<file path="config.mk">
export PLATFORM = sky130hd
export DESIGN_NAME = swap_req_ctrl
export DESIGN_NICKNAME = d
export VERILOG_FILES = /design/src/rtl/swap_req_ctrl.sv
export SDC_FILE = /design/constraint.sdc
export NUM_CORES = 1
export LEC_CHECK = 0
export CAP_MARGIN = 20
export CORE_MARGIN = 4
export CORE_UTILIZATION = 40
export CTS_CLUSTER_DIAMETER = 50
export CTS_CLUSTER_SIZE = 14
export DETAILED_ROUTE_END_ITERATION = 7
export GPL_ROUTABILITY_DRIVEN = 0
export SETUP_SLACK_MARGIN = 0.3
export SYNTH_ARGS = -nofsm -noshare
export SYNTH_HDL_FRONTEND = slang
export SYNTH_SLANG_ARGS = --single-unit
</file>
<file path="constraint.sdc">
create_clock -name clk -period 5.95 [get_ports clk]
set_input_delay 0.8925 -clock clk [delete_from_list [all_inputs] [get_ports clk]]
set_output_delay 0.8925 -clock clk [all_outputs]
set_load 0.05 [all_outputs]
</file>
<file path="src/rtl/swap_req_ctrl.sv">
`default_nettype none
// ============================================================================
// Module   : swap_req_ctrl
// Purpose  : Queues swap requests and issues them as timed swap sequences,
//            alternating fairly with host register-file accesses.
//            Macro SWAP_REQ_CTRL_STATS_EN adds saturating swap/no-op counters.
// Revision : 1.0 - initial release
// ============================================================================
module swap_req_ctrl #(
    parameter int ADDR_WIDTH  = 7,
    parameter int DEPTH       = 4,
    parameter int SWAP_CYCLES = 3
) (
    input  logic                    clk,
    input  logic                    reset_n,
    input  logic                    req_valid,
    output logic                    req_ready,
    input  logic [ADDR_WIDTH-1:0]   req_addr_a,
    input  logic [ADDR_WIDTH-1:0]   req_addr_b,
    input  logic                    host_req,
    output logic                    host_gnt,
    output logic                    swap,
    output logic [ADDR_WIDTH-1:0]   addr_A,
    output logic [ADDR_WIDTH-1:0]   addr_B,
    output logic                    busy,
    output logic                    done,
`ifdef SWAP_REQ_CTRL_STATS_EN
    output logic [15:0]             swap_count,
    output logic [15:0]             nop_count,
`endif
    output logic [$clog2(DEPTH):0]  pending
);

    localparam int PTR_W = $clog2(DEPTH);
    localparam int CNT_W = $clog2(SWAP_CYCLES + 1);
    localparam logic [PTR_W:0]   FULL_LEVEL = (PTR_W + 1)'(DEPTH);
    localparam logic [CNT_W-1:0] WAIT_LOAD  = CNT_W'(SWAP_CYCLES - 1);

    typedef enum logic [1:0] {
        IDLE  = 2'd0,
        ISSUE = 2'd1,
        WAIT  = 2'd2,
        DONE  = 2'd3
    } state_t;

    state_t                 state_q, state_d;
    logic [CNT_W-1:0]       wait_cnt_q, wait_cnt_d;
    logic [ADDR_WIDTH-1:0]  addr_a_q, addr_a_d;
    logic [ADDR_WIDTH-1:0]  addr_b_q, addr_b_d;
    logic                   prio_host_q, prio_host_d;

    logic [ADDR_WIDTH-1:0]  fifo_a_mem [DEPTH];
    logic [ADDR_WIDTH-1:0]  fifo_b_mem [DEPTH];
    logic [PTR_W-1:0]       wr_ptr_q, rd_ptr_q;
    logic [PTR_W:0]         level_q;

    logic                   fifo_empty, fifo_full, push, pop;
    logic [ADDR_WIDTH-1:0]  head_a, head_b;

    assign fifo_empty = (level_q == '0);
    assign fifo_full  = (level_q == FULL_LEVEL);
    assign req_ready  = !fifo_full;
    assign push       = req_valid && !fifo_full;
    assign host_gnt   = (state_q == IDLE) && host_req && (fifo_empty || prio_host_q);
    assign pop        = (state_q == IDLE) && !fifo_empty && !host_gnt;
    assign head_a     = fifo_a_mem[rd_ptr_q];
    assign head_b     = fifo_b_mem[rd_ptr_q];
    assign pending    = level_q;

    // Storage is not reset; the level counter alone defines what is valid.
    always_ff @(posedge clk) begin
        if (push) begin
            fifo_a_mem[wr_ptr_q] <= req_addr_a;
            fifo_b_mem[wr_ptr_q] <= req_addr_b;
        end
    end

    always_ff @(posedge clk or negedge reset_n) begin
        if (!reset_n) begin
            wr_ptr_q <= '0;
            rd_ptr_q <= '0;
            level_q  <= '0;
        end else begin
            if (push) wr_ptr_q <= wr_ptr_q + 1'b1;
            if (pop)  rd_ptr_q <= rd_ptr_q + 1'b1;
            case ({push, pop})
                2'b10:   level_q <= level_q + 1'b1;
                2'b01:   level_q <= level_q - 1'b1;
                default: level_q <= level_q;
            endcase
        end
    end

    always_ff @(posedge clk or negedge reset_n) begin
        if (!reset_n) begin
            state_q     <= IDLE;
            wait_cnt_q  <= '0;
            addr_a_q    <= '0;
            addr_b_q    <= '0;
            prio_host_q <= 1'b1;
        end else begin
            state_q     <= state_d;
            wait_cnt_q  <= wait_cnt_d;
            addr_a_q    <= addr_a_d;
            addr_b_q    <= addr_b_d;
            prio_host_q <= prio_host_d;
        end
    end

    always_comb begin
        state_d     = state_q;
        wait_cnt_d  = wait_cnt_q;
        addr_a_d    = addr_a_q;
        addr_b_d    = addr_b_q;
        prio_host_d = prio_host_q;

        // pop and host_gnt are mutually exclusive, so the order here is moot.
        if (host_gnt) prio_host_d = 1'b0;
        if (pop)      prio_host_d = 1'b1;

        case (state_q)
            IDLE: begin
                if (pop) begin
                    addr_a_d = head_a;
                    addr_b_d = head_b;
                    state_d  = (head_a != head_b) ? ISSUE : DONE;
                end
            end
            ISSUE: begin
                wait_cnt_d = WAIT_LOAD;
                state_d    = WAIT;
            end
            WAIT: begin
                if (wait_cnt_q == '0) state_d = DONE;
                else                  wait_cnt_d = wait_cnt_q - 1'b1;
            end
            DONE:    state_d = IDLE;
            default: state_d = IDLE;
        endcase
    end

    assign swap   = (state_q == ISSUE);
    assign busy   = (state_q != IDLE);
    assign done   = (state_q == DONE);
    assign addr_A = addr_a_q;
    assign addr_B = addr_b_q;

`ifdef SWAP_REQ_CTRL_STATS_EN
    logic [15:0] swap_count_q, nop_count_q;

    always_ff @(posedge clk or negedge reset_n) begin
        if (!reset_n) begin
            swap_count_q <= '0;
            nop_count_q  <= '0;
        end else begin
            if (state_q == ISSUE && swap_count_q != 16'hFFFF)
                swap_count_q <= swap_count_q + 1'b1;
            if (pop && head_a == head_b && nop_count_q != 16'hFFFF)
                nop_count_q <= nop_count_q + 1'b1;
        end
    end

    assign swap_count = swap_count_q;
    assign nop_count  = nop_count_q;
`endif

endmodule
`default_nettype wire

</file>
After elaboration in Yosys (flattened, before gate mapping)
Memories as Yosys holds them, arrays and structs flattened.
Cells that the tools add are included.
{ "totals": {"memories": 2, "output_inout_bits": 22, "inputBits": 18, "ramBits": 56, "rom_bits": 0, "ff_bits": 26, "latchBits": 0, "wordCells": 55} }
{ "op_classes": {"eq_ne": 10, "n_div": 0, "n_mux": 11, "bitwise": 0, "mul": 0, "order_cmp": 0, "addsub": 5, "n_reduce_logical": 19, "shift": 0} }
{ "memory_table": {"columns": ["memory", "depth", "word_bits", "read_ports", "rd_clocked_by_memory_dff", "wr", "line", "source"], "rows": [
  ["fifo_a_mem", 4, 7, 1, 0, 1, "52", "logic [ADDR_WIDTH-1:0] fifo_a_mem [DEPTH];"],
  ["fifo_b_mem", 4, 7, 1, 0, 1, "53", "logic [ADDR_WIDTH-1:0] fifo_b_mem [DEPTH];"]
]} }
{ "op_table": {"columns": ["operator", "n"], "rows": [
  ["2-bit 2-to-1 mux", 4],
  ["2-bit one-hot mux with 4 select lines", 1],
  ["2-bit nonzero test", 4],
  ["7-bit != test", 1],
  ["2-bit equality test, second input constant", 3],
  ["2-bit != test, second input constant", 3],
  ["3-bit one-hot mux with 2 select lines", 1],
  ["2-bit AND reduction", 3],
  ["1-bit logical AND", 5],
  ["2-bit by 1-bit adder with 2-bit output, second input constant", 2],
  ["2-bit by 1-bit equality test with 1-bit output, second input constant", 2],
  ["2-bit logical NOT", 2],
  ["1-bit 2-to-1 mux", 4],
  ["2-bit one-hot mux with 2 select lines", 1],
  ["3-bit by 1-bit adder with 3-bit output, second input constant", 1],
  ["3-bit equality test, second input constant", 1],
  ["1-bit logical NOT", 3],
  ["3-bit logical NOT", 1],
  ["3-bit by 1-bit subtractor with 3-bit output, second input constant", 1],
  ["2-bit by 1-bit subtractor with 2-bit output, second input constant", 1],
  ["1-bit logical OR", 1]
]} }

Longest topological paths before layout
Gate-level depths: netlist of the first run.
{ "depth": {"ltp_word": 7, "mapped_depth": 13, "mapped_depth_nobuf": 11} }

Least setup slack after synthesis of the first run
OpenSTA, ideal clock, no wires.
{ "synth_path": {"kind": "in2reg", "startpoint": "input host_req", "endpoint": "register level_q[2], in the netlist pending[2]", "path_stages": 11, "required_ns": 5.868, "setup_ns": 0.082, "arrival_ns": 2.878, "slack_ns": 2.990, "path_cell_list": "and2_1 or3_1 clkbuf_1 inv_2 clkbuf_1 ha_1 inv_1 fa_1 xor2_1 nor2_1 xor2_1"} }
{ "synth_via": {"elab_chain_cells": 6, "elab_cells_between_ends": 8} }
{ "synth_lines": {"columns": ["item", "line", "source"], "rows": [
  ["start, declared", "20", "input logic host_req,"],
  ["1-bit logical AND * (2 in a row)", "64", "assign host_gnt = (state_q == IDLE) && host_req && (fifo_empty || prio_host_q);"],
  ["1-bit logical NOT *", "65", "assign pop = (state_q == IDLE) && !fifo_empty && !host_gnt;"],
  ["1-bit logical AND *", "65", null],
  ["via pop", "57", "logic fifo_empty, fifo_full, push, pop;"],
  ["2-bit by 1-bit equality test with 1-bit output / 2-bit equality test (equally long branches)", "86", "case ({push, pop})"],
  ["3-bit one-hot mux with 2 select lines / 2-bit nonzero test (equally long branches)", null, null],
  ["end signal, assigned", "87", "2'b10: level_q <= level_q + 1'b1;"],
  ["end signal, assigned", "88", "2'b01: level_q <= level_q - 1'b1;"],
  ["end signal, assigned", "89", "default: level_q <= level_q;"],
  ["end, declared", "55", "logic [PTR_W:0] level_q;"]
]} }
The timed path passes the listed nets; every way through them passes the cells marked *.
A chain may end at the register's enable or synchronous reset.

Final worst setup path of the first run
{ "layout_path": {"startpoint": "input host_req", "endpoint": "output host_gnt"} }
{ "layout_via": {"elab_chain_cells": 2} }
{ "layout_lines": {"columns": ["item", "line", "source"], "rows": [
  ["1-bit logical AND (2 in a row)", "64", null],
  ["end, declared", "21", "output logic host_gnt,"]
]} }
Every way passes these cells.

==> results.toml, run 1 <==
[route]
via_per_inst = 4.90
avgRoutedWirePerCell_um = 16.3
drt_first_iter_violations = 47
detail-route-antenna-nets = 0
routed_wl_um = 6050
wl_met3_um = 220
wl_met1_um = 2740
firstDrtPassIters = 5
vias = 1813
wl_met2_um = 3030
drc = 0
highest_layer = "met4"

[layout]
fin_util_pct = 49.5
antenna_cells = 0
fin_nets = 290
final-instance-count-excl-fill = 370
drive_above_1_share_pct = 10.6
area_growth_pct = 18.8

[sta]
finClkSkew_ps = 11.7
maxSlewViolCount = 0
hold_violations = 0
period_needed_ps = 3230
slew_headroom_pct = 38.1
hold_slack_ps = 475
setup_ws_ps = 2720
post-route-period-util_pct = 54.2
setup_viol = 0
tns_ps = 0
worstMarginPinSlew_ps = 929
fmax_ghz = 0.310
rsz0062_at_grt = "no"

[run]
drv_cap = 0

[critical_path]
cp_cell_sequence = "clkdlybuf4s50_1, nand2_1, nor2_1, clkdlybuf4s50_1"
worst_ep_arrival_time_ps = 2330
critPathMaxFanout = 2
cpLargestDelayFamily = "buffers and inverters"
cp_slowest_cell = "clkdlybuf4s50_1"
critPathRequiredTime_ps = 5060
setup.worst_path.end_class = "output port"
cp_num_buf_inv = 2
crit_path_max_incr_delay_ps = 800
worst-setup-path-type = "in2out"
critPathLaunchType = "input port"
crit_path_frequent_cell = "clkdlybuf4s50_1"

[die]
num_rows = 33
start_util_pct = 41.7
die_area_um2 = 10200
die_w_um = 101
io_pins = 40
fp.coreArea_um2 = 8340
die_y_um = 101

[power_and_ir_drop]
ir_drop_mv = 0.149
leakage_uw = 0.00159
cellPowerDensity_nw_per_um2 = 550

[grt]
antenna_found_initial = 0
grt_max_degree = 27
grt_pass1_wl_um = 9590
track_usage_pct = 12.9
grt_pass1_vias = 1900
grt_overflow = 0

[place]
placed_cells = 354
dp_slack_ps = 2420
io_buffers = 39
hpwlAfterDp_um = 4130

[cts]
cts.htree.levels = 3
clk_pin_slew_ps = 80
cts_tree = "done"
postCtsResizedCells = 0
postCtsSetupBuffers = 0
cts_buffers = 9
cts_hold_buf = 0
clockBufferDepth = 2
cts_root_buf = "clkbuf_8"
insertion_delay_ps = 340
cts.sinks = 82

[run_status]
status = "finished, final reports clean"

[synth]
synth.area.top_cells = "edfxtp_1 48%, dfrtp_1 18%, mux4_1 6.8%, nand2_1 4.5%, ha_1 4.0%"
syn_nets = 246
synthesis.area_um2 = 3480
synth_cell_types = 35
syn_avg_cell_area_um2 = 16.1
seq_area_frac_synth_pct = 67.1
yosysWarningCount = 0
synthCells = 216
ys_ff_latch = 82
synth_top_area_share_pct = 48.4
synth.largest_area_cell = "edfxtp_1"

[min_path]
hold_path_class = "reg2reg"
-- synthesized netlist by cell type (all sizes together) --
cell,number
nor4,1
o21a,1
nand3b,1
nor4b,1
and3,4
o211ai,1
o32a,1
nor2,4
buf,3
o31ai,1
nand3,1
mux4,15
ha,11
edfxtp,56
nor3,2
nand4,1
fa,1
nor2b,2
xnor2,10
nand2,42
or3,1
mux2i,1
clkbuf,4
dfstp,1
and2,2
xor2,7
o21ai,1
inv,12
mux2,2
dfrtp,25
a21oi,1
-- worst register-to-register path: cells and delay by family (launching register included) --
family        cells  cell delay (ps)
flops             1              400
simple gates      2              730
xor+xnor          2              300
buf+inv           4              590
fa+ha+maj         3              820
-- power breakdown --
part	internal (uW)	total (uW)	switching (uW)
sequential	788	918	129
clock	153	355	201
combinational	403	1000	597
-- sequential cells by signal, summed over array words and instances, names as in the netlist --
name         cells
pending          3
state_q          2
prio_host_q      1
rd_ptr_q         2
wr_ptr_q         2
addr_B           7
wait_cnt_q       2
fifo_b_mem      28
addr_A           7
fifo_a_mem      28
-- per-stage QoR --
stage	power, uW	cell area (um2)
2_1_floorplan	1660	3480
3_5_place_dp	1950	3950
4_1_cts	2310	4130
5_1_grt	2420	4130
3_3_place_gp	1930	3950
6_report	2270	4130
-- per-layer routing --
metal / vias to the layer above / global-route usage, %
li1: 873 / -
met5: - / 0
met3: 4 / 2.69
met4: 0 / 6.44
met1: 904 / 15.9
met2: 32 / 21.6
-- cell families after synthesis --
kind of cell | after synthesis | share of synthesized area (%)
DFF | 82 | 67.1
adders and majority gates | 12 | 4.54
xor gates and xnor gates | 17 | 4.28
and+or+nand+nor | 62 | 8.28
muxes | 18 | 11.6
AOI/OAI and AO/OA | 6 | 1.37
buffers and inverters | 19 | 2.77
-- layout make-up --
cell class | instances | area, um2
clock buffer | 9 | 124
clock inverter | 7 | 52.6
fill | 714 | 4210
inverter | 12 | 45.0
multi-input combinational | 115 | 1050
sequential | 82 | 2330
tap | 105 | 131
timing repair buffer | 40 | 398
-- worst paths after layout --
kind,from,end,slack (ps),cells past startpoint
min,prio_host_q,prio_host_q,480,2
max in group asynchronous,reset_n,prio_host_q,4750,2
min reg2reg,prio_host_q,prio_host_q,480,2
max,host_req,host_gnt,2720,4
min in group asynchronous,reset_n,wr_ptr_q[1],910,2
max reg2reg,state_q[1],pending[2],3050,11
-- cells in the final DEF, fill, tap and decap left out, drive strengths merged, types with 3 or more instances in the layout --
cell           count
clkbuf             9
xnor2             10
dfrtp             25
edfxtp            56
mux4              15
clkinvlp           3
and3               4
inv               14
xor2               7
ha                11
nor2               4
nand2             42
clkdlybuf4s50     39
Power figures use the tool's default switching activity.
==> run 2: changes to the inputs <==
- clock period: 5.95 -> 2.6 ns (I/O delays scaled with it)
==> results.toml, run 2 (synthesized netlist as in run 1, its figures left out) <==
[run_status]
status = "finished, final reports clean"

[cts]
clockBufferDepth = 2
cts.htree.levels = 3
clk_pin_slew_ps = 80
insertion_delay_ps = 340
cts_buffers = 9
cts_root_buf = "clkbuf_8"
cts_tree = "done"
cts.sinks = 82
postCtsSetupBuffers = 0

[die]
start_util_pct = 41.7
io_pins = 40
die_w_um = 101
die_area_um2 = 10200
fp.coreArea_um2 = 8340
num_rows = 33
die_y_um = 101

[sta]
period_needed_ps = 2190
hold_slack_ps = 430
slew_headroom_pct = 66.5
rsz0062_at_grt = "no"
fmax_ghz = 0.457
tns_ps = 0
post-route-period-util_pct = 84.2
worstMarginPinSlew_ps = 501
setup_ws_ps = 410
finClkSkew_ps = 9.91
hold_violations = 0
maxSlewViolCount = 0
setup_viol = 0

[layout]
reg.largest.list = "fifo_a_mem (28), fifo_b_mem (28)"
fin_util_pct = 51.8
fin_nets = 301
final_common_cell = "edfxtp_1"
drive_above_1_share_pct = 18.1
antenna_cells = 0
area_growth_pct = 24.4
final_cell_mix = "56 x edfxtp_1, 42 x nand2_1, 36 x clkdlybuf4s50_1"

[power_and_ir_drop]
power_switching_uw = 2150
swShare_pct = 38.1
p_int_uw = 3490
leakage_uw = 0.00169
seqPwrFrac_pct = 36.1
ir_drop_mv = 0.383
p_comb_share_pct = 44.7
clockPowerShare_pct = 19.2
cellPowerDensity_nw_per_um2 = 1300
p_total_uw = 5640

[critical_path]
crit_path_max_incr_delay_ps = 820
cp_slowest_cell = "clkdlybuf4s50_1"
critPathLaunchType = "flop"
critPathMaxFanout = 6
critPathRequiredTime_ps = 2210
worst_ep_arrival_time_ps = 1800
worst-setup-path-type = "reg2out"
setup.worst_path.end_class = "output port"
cpLargestDelayFamily = "buffers and inverters"
cp_num_buf_inv = 2
cp_cell_sequence = "inv_1, nand3_2, clkdlybuf4s50_1"

[grt]
track_usage_pct = 12.8
grt_pass1_vias = 1957
antenna_found_initial = 0
grt_pass1_wl_um = 9940
grt_max_degree = 27
grt_overflow = 0

[route]
drt_first_iter_violations = 83
via_per_inst = 4.85
vias = 1847
routed_wl_um = 6040
firstDrtPassIters = 4
avgRoutedWirePerCell_um = 15.8
detail-route-antenna-nets = 0
drc = 0

[place]
io_buffers = 39
hpwlAfterDp_um = 4270
dp_slack_ps = 122

[run]
drv_cap = 0

[min_path]
hold_path_class = "in2async"
## run 2: cell types whose count changed in the layout (fill, tap and decap cells not counted), moves of 3 or more
cell / before / now
buf_4: 1 / 13
bufinv_16: 0 / 3
clkdlybuf4s50_1: 39 / 36
inv_1: 11 / 7
## run 2: routing by layer
layer	vias up	track usage [%]	routed length (um)
li1	892	-	-
met1	912	17.2	2830
met2	37	20.3	2850
met3	6	3.03	280
met4	0	5.21	73
met5	-	0	0
## run 2: layout make-up
class / instances / area (um2)
tap: 105 / 131
clock buffer: 9 / 124
clock inverter: 7 / 118
multi-input combinational: 115 / 1080
fill: 729 / 4020
inverter: 12 / 53.8
timing repair buffer: 51 / 479
sequential: 82 / 2330
## run 2: final timing paths
| check | endpoint | depth (start not counted) | start | slack, ps |
|---|---|---|---|---|
| min in group clk | prio_host_q | 2 | prio_host_q | 480 |
| min | rd_ptr_q[0] | 2 | reset_n | 430 |
| max reg2reg | pending[2] | 11 | state_q[1] | 440 |
| min reg2reg | prio_host_q | 2 | prio_host_q | 480 |
| max in group asynchronous | prio_host_q | 2 | reset_n | 1860 |
| max | req_ready | 3 | pending[0] | 410 |
## run 2: repair_timing
action	CTS	global route
pin swaps	0	0
gates resized for setup	1	3
hold buffers	0	0
setup endpoints to repair	1	3
gates cloned	0	0
## run 2: worst register-to-register path: stages, from the launching register on
cell and delay (ps):
dfrtp_1 420, inv_2 120, ha_4 170, clkinvlp_4 70, or3_4 360, inv_6 70
ha_4 120, inv_2 30, fa_2 320, xor2_1 140, nor2_1 120, xor2_1 150
## run 2: power groups by stage
stage	sequential, uW	clock (uW)	combinational (uW)
2_1_floorplan	2420	0	1490
3_3_place_gp	2060	0	2530
3_5_place_dp	2070	0	2560
4_1_cts	2040	1120	2560
5_1_grt	2080	1170	2750
6_report	2040	1080	2520
## run 2: metrics by stage
stage | instance area, um2 | instances
finish | 4320 | 381
global route | 4320 | 381
CTS | 4320 | 381
detailed placement | 4080 | 365
global placement | 4080 | 365
floorplan | 3540 | 216
